<file path="config.mk">
export PLATFORM = sky130hd
export DESIGN_NAME = loa_key_arbiter
export DESIGN_NICKNAME = d
export VERILOG_FILES = /design/src/rtl/loa_key_arbiter.sv
export SDC_FILE = /design/constraint.sdc
export NUM_CORES = 1
export LEC_CHECK = 0
export BUFFER_PORTS_ARGS = -buffer_cell sky130_fd_sc_hd__buf_2
export CAP_MARGIN = 20
export CORE_ASPECT_RATIO = 0.5
export CORE_MARGIN = 10
export CORE_UTILIZATION = 50
export DETAILED_ROUTE_END_ITERATION = 6
export PLACE_DENSITY = 0.91
export SETUP_SLACK_MARGIN = 0.2
export SLEW_MARGIN = 20
export SYNTH_ARGS = -nofsm -noshare
export SYNTH_HDL_FRONTEND = slang
export SYNTH_SLANG_ARGS = --single-unit
</file>
<file path="constraint.sdc">
create_clock -name clk_i -period 4.65 [get_ports clk_i]
set_input_delay 0.2325 -clock clk_i [delete_from_list [all_inputs] [get_ports clk_i]]
set_output_delay 0.2325 -clock clk_i [all_outputs]
set_load 0.005 [all_outputs]
</file>
<file path="src/rtl/loa_key_arbiter.sv">
// loa_key_arbiter
// Shares one key-locked lower-part-OR 16-bit adder between two requesters.
// A 32-bit key is shifted in serially (LSB first) before any operation is granted.
//
// Ports
//   clk_i, rst_i          clock, asynchronous active-high reset
//   key_load_i            one-cycle pulse requesting a (re)load of the key
//   key_sin_i             serial key bit, LSB first, sampled in each SHIFT cycle
//   req_valid_i[1:0]      per-requester request valid
//   req_a_i, req_b_i      operands; requester k uses bits [16k+15:16k]
//   req_ready_o[1:0]      combinational grant, one-hot or zero
//   add1_o, add2_o        registered operands to the adder
//   key_o                 registered active key to the adder key input
//   result_i              17-bit adder sum (combinational return)
//   key_valid_o           active key loaded and usable
//   resp_valid_o/id/data  held response, released by resp_ready_i
module loa_key_arbiter (
    input  logic        clk_i,
    input  logic        rst_i,
    input  logic        key_load_i,
    input  logic        key_sin_i,
    input  logic [1:0]  req_valid_i,
    input  logic [31:0] req_a_i,
    input  logic [31:0] req_b_i,
    output logic [1:0]  req_ready_o,
    output logic [15:0] add1_o,
    output logic [15:0] add2_o,
    output logic [31:0] key_o,
    input  logic [16:0] result_i,
    output logic        key_valid_o,
    output logic        resp_valid_o,
    output logic        resp_id_o,
    output logic [16:0] resp_data_o,
    input  logic        resp_ready_i
);

    typedef enum logic [1:0] {StIdle, StShift, StArmed, StExec} state_e;

    state_e      state_q, state_d;
    logic        load_pend_q, load_pend_d;
    logic [31:0] shadow_q, shadow_d;
    logic [4:0]  cnt_q, cnt_d;
    logic [31:0] key_q, key_d;
    logic        key_valid_q, key_valid_d;
    logic [15:0] add1_q, add1_d;
    logic [15:0] add2_q, add2_d;
    logic        op_id_q, op_id_d;
    logic        last_q, last_d;
    logic        resp_valid_q, resp_valid_d;
    logic        resp_id_q, resp_id_d;
    logic [16:0] resp_data_q, resp_data_d;

    logic pend;
    logic resp_free;
    logic grant;
    logic win_id;

    // A pulse arriving this cycle counts as pending immediately, so a load from
    // IDLE enters SHIFT on the very next edge and blocks a grant in ARMED.
    assign pend      = load_pend_q | key_load_i;
    assign resp_free = ~resp_valid_q | resp_ready_i;
    assign grant     = (state_q == StArmed) && !pend && (|req_valid_i) && resp_free;
    // Round-robin only matters when both request; otherwise the lone requester wins.
    assign win_id    = (req_valid_i == 2'b11) ? ~last_q : req_valid_i[1];

    always_comb begin
        req_ready_o = 2'b00;
        if (grant) begin
            req_ready_o = win_id ? 2'b10 : 2'b01;
        end
    end

    always_comb begin
        state_d      = state_q;
        load_pend_d  = load_pend_q | key_load_i;
        shadow_d     = shadow_q;
        cnt_d        = cnt_q;
        key_d        = key_q;
        key_valid_d  = key_valid_q;
        add1_d       = add1_q;
        add2_d       = add2_q;
        op_id_d      = op_id_q;
        last_d       = last_q;
        resp_valid_d = resp_valid_q;
        resp_id_d    = resp_id_q;
        resp_data_d  = resp_data_q;

        if (resp_ready_i) begin
            resp_valid_d = 1'b0;
        end

        case (state_q)
            StIdle, StArmed: begin
                if (pend) begin
                    load_pend_d = 1'b0;
                    cnt_d       = 5'd0;
                    key_valid_d = 1'b0;
                    state_d     = StShift;
                end else if (grant) begin
                    add1_d  = win_id ? req_a_i[31:16] : req_a_i[15:0];
                    add2_d  = win_id ? req_b_i[31:16] : req_b_i[15:0];
                    op_id_d = win_id;
                    last_d  = win_id;
                    state_d = StExec;
                end
            end
            StShift: begin
                shadow_d = {key_sin_i, shadow_q[31:1]};
                cnt_d    = cnt_q + 5'd1;
                if (cnt_q == 5'd31) begin
                    key_d       = shadow_d;
                    key_valid_d = 1'b1;
                    state_d     = StArmed;
                end
            end
            StExec: begin
                resp_data_d  = result_i;
                resp_id_d    = op_id_q;
                resp_valid_d = 1'b1;
                state_d      = StArmed;
            end
            default: begin
                state_d = StIdle;
            end
        endcase
    end

    always_ff @(posedge clk_i or posedge rst_i) begin
        if (rst_i) begin
            state_q      <= StIdle;
            load_pend_q  <= 1'b0;
            shadow_q     <= 32'd0;
            cnt_q        <= 5'd0;
            key_q        <= 32'd0;
            key_valid_q  <= 1'b0;
            add1_q       <= 16'd0;
            add2_q       <= 16'd0;
            op_id_q      <= 1'b0;
            last_q       <= 1'b1;
            resp_valid_q <= 1'b0;
            resp_id_q    <= 1'b0;
            resp_data_q  <= 17'd0;
        end else begin
            state_q      <= state_d;
            load_pend_q  <= load_pend_d;
            shadow_q     <= shadow_d;
            cnt_q        <= cnt_d;
            key_q        <= key_d;
            key_valid_q  <= key_valid_d;
            add1_q       <= add1_d;
            add2_q       <= add2_d;
            op_id_q      <= op_id_d;
            last_q       <= last_d;
            resp_valid_q <= resp_valid_d;
            resp_id_q    <= resp_id_d;
            resp_data_q  <= resp_data_d;
        end
    end

    assign add1_o       = add1_q;
    assign add2_o       = add2_q;
    assign key_o        = key_q;
    assign key_valid_o  = key_valid_q;
    assign resp_valid_o = resp_valid_q;
    assign resp_id_o    = resp_id_q;
    assign resp_data_o  = resp_data_q;

endmodule

</file>
Yosys cells after proc, flatten, opt, wreduce, memory -nomap -nowiden

Cells that the tools add are included.

Register bits after elaboration: 126
Input port bits: 88
Output and inout port bits: 86

$add $sub $neg: 1
Equal/unequal tests: 8
Mux-type cells: 17
Bitwise gates (word level): 5
Reduce and logical (&&, ||, !) cells: 14

Operators by type and width:

| kind                                           | count |
|---|---|
| two-way mux 16 bit                             | 2 |
| two-way mux 2 bit                              | 5 |
| one-hot mux 5 bit (2 select lines)             | 1 |
| == test 2 bit (second input constant)          | 3 |
| two-way mux 1 bit                              | 6 |
| one-hot mux 2 bit (3 select lines)             | 1 |
| AND reduction 2 bit                            | 3 |
| AND reduction 3 bit                            | 2 |
| adder 5 x 1 -> 5 bit (second input constant)   | 1 |
| == test 5 bit (second input constant)          | 1 |
| two-way mux 5 bit                              | 1 |
| inequality test 2 bit (second input constant)  | 2 |
| nonzero test 2 bit                             | 2 |
| OR reduction 2 bit                             | 2 |
| logical AND 1 bit                              | 3 |
| inequality test 3 bit (second input constant)  | 1 |
| NOT 1 bit                                      | 3 |
| == test 2 x 1 -> 1 bit (second input constant) | 1 |
| zero test 2 bit                                | 1 |
| OR 1 bit                                       | 2 |
| one-hot mux 1 bit (2 select lines)             | 1 |
| zero test 1 bit                                | 1 |

Logic depth before layout (Yosys ltp)

Depth after elaboration: 8
Depth in mapped cells: 6
Mapped depth without buffers: 5

Worst setup path after synthesis

No wires, ideal clock.

Path type: reg-to-reg
Start: register cnt_q[0]
End: register key_q[0] (netlist: key_o[0])
Library setup time: 125 ps
Data arrival time: 1635 ps
Data required time: 4525 ps
Setup slack: 2890 ps
Cell stages (with the launch flop): 7
Buffers on the path: 1
Period minus slack after synthesis: 1760 ps
Path through: dfrtp_1 > ha_1 > and3_1 > ha_1 > nand2_1 > buf_2 > mux2_2

Cells in the longest elaborated chain, start to end: 2

Ends and longest elaborated chain:

| what                                 | line | text |
|---|---|---|
| from (decl)                          | 42   | `logic [4:0] cnt_q, cnt_d;` |
| from (signal assigned)               | 147  | `cnt_q <= cnt_d;` |
| == test 5 bit                        | 110  | `if (cnt_q == 5'd31) begin` |
| AND reduction 2 bit (no source line) | --   |  |
| to (signal assigned)                 | 148  | `key_q <= key_d;` |
| to (decl)                            | 43   | `logic [31:0] key_q, key_d;` |

Every way passes these cells.
A chain may end at the register's enable or synchronous reset.

Worst setup path after layout

Start: register state_q[0]
End: output port req_ready_o[1]

Cells in the longest elaborated chain, start to end: 5

Ends and longest elaborated chain:

| what                           | line | text |
|---|---|---|
| from (decl)                    | 39   | `state_e state_q, state_d;` |
| from (signal assigned)         | 130  | `state_q <= StIdle;` |
| from (signal assigned)         | 144  | `state_q <= state_d;` |
| == test 2 bit                  | 62   | `assign grant = (state_q == StArmed) && !pend && (\|req_valid_i) && resp_free;` |
| logical AND 1 bit (3 in a row) | 62   |  |
| two-way mux 2 bit              | 68   | `if (grant) begin` |
| to (decl)                      | 25   | `output logic [1:0] req_ready_o,` |

Every way passes these cells.

==> flow_summary.json <==
{
  "grt_first_pass_wirelength_um": 19300,
  "period_share_pct": 58.3,
  "netlist.area_leader.share_pct": 58.4,
  "nFillCells": 738,
  "met1_length_um": 4830,
  "syn_nets": 418,
  "grt_pass1_vias": 3640,
  "ios": 174,
  "synth-edff-count": 0,
  "yosys_warnings": 0,
  "timing.setup.tns_ns": 0,
  "slew_headroom_pct": 28.4,
  "cts_buffer_depth": 2,
  "hpwl_um": 8530,
  "critPathLaunch": "state_q[0]",
  "top_layer_used": "met4",
  "fmax_mhz": 369,
  "crit_path_max_incr_delay_ns": 0.96,
  "crit_chain": "nor3_4 -> o2111a_2 -> and2_1 -> buf_2",
  "cp_max_fo": 35,
  "crit_type": "flip-flop to primary output",
  "rsz0062_at_grt": "no",
  "final_nets": 596,
  "ys_ff_latch": 125,
  "cp_data_required_time_ns": 4.42,
  "power.density_mw_per_mm2": 594,
  "dieArea_sq_mm": 0.0154,
  "slew_violations": 0,
  "timing.rr.start": "cnt_q[0]",
  "final_antenna_net_count": 0,
  "min_period_ns": 2.71,
  "dp.cells": 626,
  "die_x_um": 166,
  "reg2reg_slack_ns": 2.18,
  "post-cts-setup-buffer-count": 0,
  "io_buffers": 173,
  "reg2reg_to": "key_o[25]",
  "seq_area_frac_synth_pct": 58.8,
  "wl_met3_um": 461,
  "cts_tree": "built",
  "route.met2.wl_um": 6360,
  "critPathLaunchType": "flip-flop",
  "grt-ovfl-total": 0,
  "antennaDiodeCount": 0,
  "drc_errors": 0,
  "drv_cap": 0,
  "numClockSinks": 125,
  "track_usage_pct": 15.4,
  "synth_async_sr_flop_share_pct": 100,
  "placed_cell_area_sq_mm": 0.00623,
  "final_area_sq_mm": 0.00687,
  "hold_buffers": 0,
  "tightest_slew_ns": 1.07,
  "synth_top_area_cell": "dfrtp_1",
  "rr_worst_depth": 6,
  "globalplace.congestion": 0.744,
  "die_y_um": 92.9,
  "finalClockSkew_ns": 0.00965,
  "irDropWorstVdd_v": 0.000325,
  "via_count": 3278,
  "area_growth_pct": 29.1,
  "antenna_found_initial": 0,
  "cts_resized": 0,
  "drive_above_1_share_pct": 69.4,
  "setup_violations": 0,
  "rows": 26,
  "hold_viol": 0,
  "worstSetupEndpointType": "primary output",
  "synthFlopType": "dfrtp_1",
  "clk_pin_slew_ns": 0.05,
  "clk_latency_ns": 0.40,
  "finish.utilization_pct": 66.8,
  "viasPerCell": 4.97,
  "routed_wl_um": 11800,
  "synth.avg_cell_area_sq_um": 16.2,
  "yosysUniqueCellTypes": 31,
  "grt_max_degree": 78,
  "dr.first_iter.drc_count": 106,
  "syn_area_sq_mm": 0.00532,
  "cpMaxStageDelayCell": "o2111a_2",
  "leakage_uw": 0.00357,
  "core_area_sq_mm": 0.0103,
  "synth_area_leaders": "dfrtp_1 (58%), mux2_2 (25%), mux2_4 (8.2%)",
  "firstDrtPassIters": 4,
  "wl_per_cell_um": 17.9,
  "root_buffer": "clkbuf_16",
  "htree_levels": 4,
  "status": "finished clean",
  "critPathArrivalTime_ns": 2.48,
  "numCtsBuffers": 17,
  "start_util_pct": 51.7,
  "layout.cells.non_filler": 659,
  "syn_inst": 328,
  "hp-class": "primary input to async pin"
}
==> worst max-delay path by stage <==
stage / endpoint / slack, ns / cells past startpoint
2_1_floorplan: add1_o[0] / 1.09 / 1
3_3_place_gp: key_o[27] / 2.29 / 6
3_5_place_dp: key_o[28] / 2.23 / 6
4_1_cts: req_ready_o[1] / 1.91 / 4
5_1_grt: req_ready_o[1] / 1.76 / 4
6_report: req_ready_o[1] / 1.94 / 4
==> per-stage QoR <==
step | total power (uW) | hold WS [ns] | setup WS (ns)
6_report | 4080 | 0.0435 | 1.94
5_1_grt | 4310 | 0.0503 | 1.76
4_1_cts | 4130 | 0.0511 | 1.91
3_5_place_dp | 2770 | 0.469 | 2.23
3_3_place_gp | 2700 | 0.464 | 2.29
2_1_floorplan | 2360 | 0.383 | 1.09
==> synth_stat cells (2+ instances only) <==
library cell	count
a21oi_1	3
a22o_1	2
and2_1	2
buf_12	3
buf_2	8
buf_4	2
buf_6	5
dfrtp_1	124
ha_1	2
inv_1	2
mux2_2	118
mux2_4	29
nand2_1	5
nor2_1	5
nor2b_1	2
==> sequential cells by signal (all words and copies together) (netlist names) <==
signal / cells
last_q: 1
shadow_q: 31
op_id_q: 1
load_pend_q: 1
key_valid_o: 1
state_q: 2
add2_o: 16
key_o: 32
cnt_q: 5
add1_o: 16
resp_data_o: 17
resp_id_o: 1
resp_valid_o: 1
==> critical path: cells and delay by family, from the launching register on <==
kind	cells	cell delay (ns)
buffers and inverters	1	0.11
DFF	1	0.48
and+or+nand+nor	2	0.50
AOI/OAI and AO/OA	1	0.96
==> cells by family after synthesis <==
logic type,count (synthesis),synth area share [%]
xor+xnor,1,0.165
buf+inv,20,3.36
flops,125,58.8
simple gates,20,2.09
compound gates,12,1.69
mux,148,33.4
fa+ha+maj,2,0.471
==> area by class of cell <==
| class | count | area [sq um] | area share [%] |
|---|---|---|---|
| Multi-Input combinational cell | 183 | 2030 | 29.6 |
| Inverter | 2 | 10.0 | 0.146 |
| Clock inverter | 12 | 170 | 2.48 |
| Timing Repair Buffer | 177 | 916 | 13.3 |
| Sequential cell | 125 | 3130 | 45.6 |
| Clock buffer | 20 | 437 | 6.36 |
| Tap cell | 140 | 175 | 2.55 |
==> metal layers <==
metal | vias up | track usage, %
met5 | - | 0
li1 | 1538 | -
met2 | 86 | 27.8
met1 | 1644 | 17.1
met3 | 10 | 4.51
met4 | 0 | 5.35
==> report_power, final <==
| part | internal (uW) | switching [uW] | total [uW] |
|---|---|---|---|
| Combinational | 632 | 421 | 1050 |
| Clock | 893 | 447 | 1340 |
| Sequential | 1460 | 231 | 1690 |
| Total | 2980 | 1100 | 4080 |
==> layout by cell type, fill, tap and decap left out, drive strengths merged, types with 3 or more instances in the layout <==
cell type	instances
bufinv	4
a21oi	3
clkinv	7
a22o	3
buf	177
nor2	5
dfrtp	124
clkbuf	20
nand2	5
mux2	147
No activity file was read; power rests on OpenSTA's default activity.
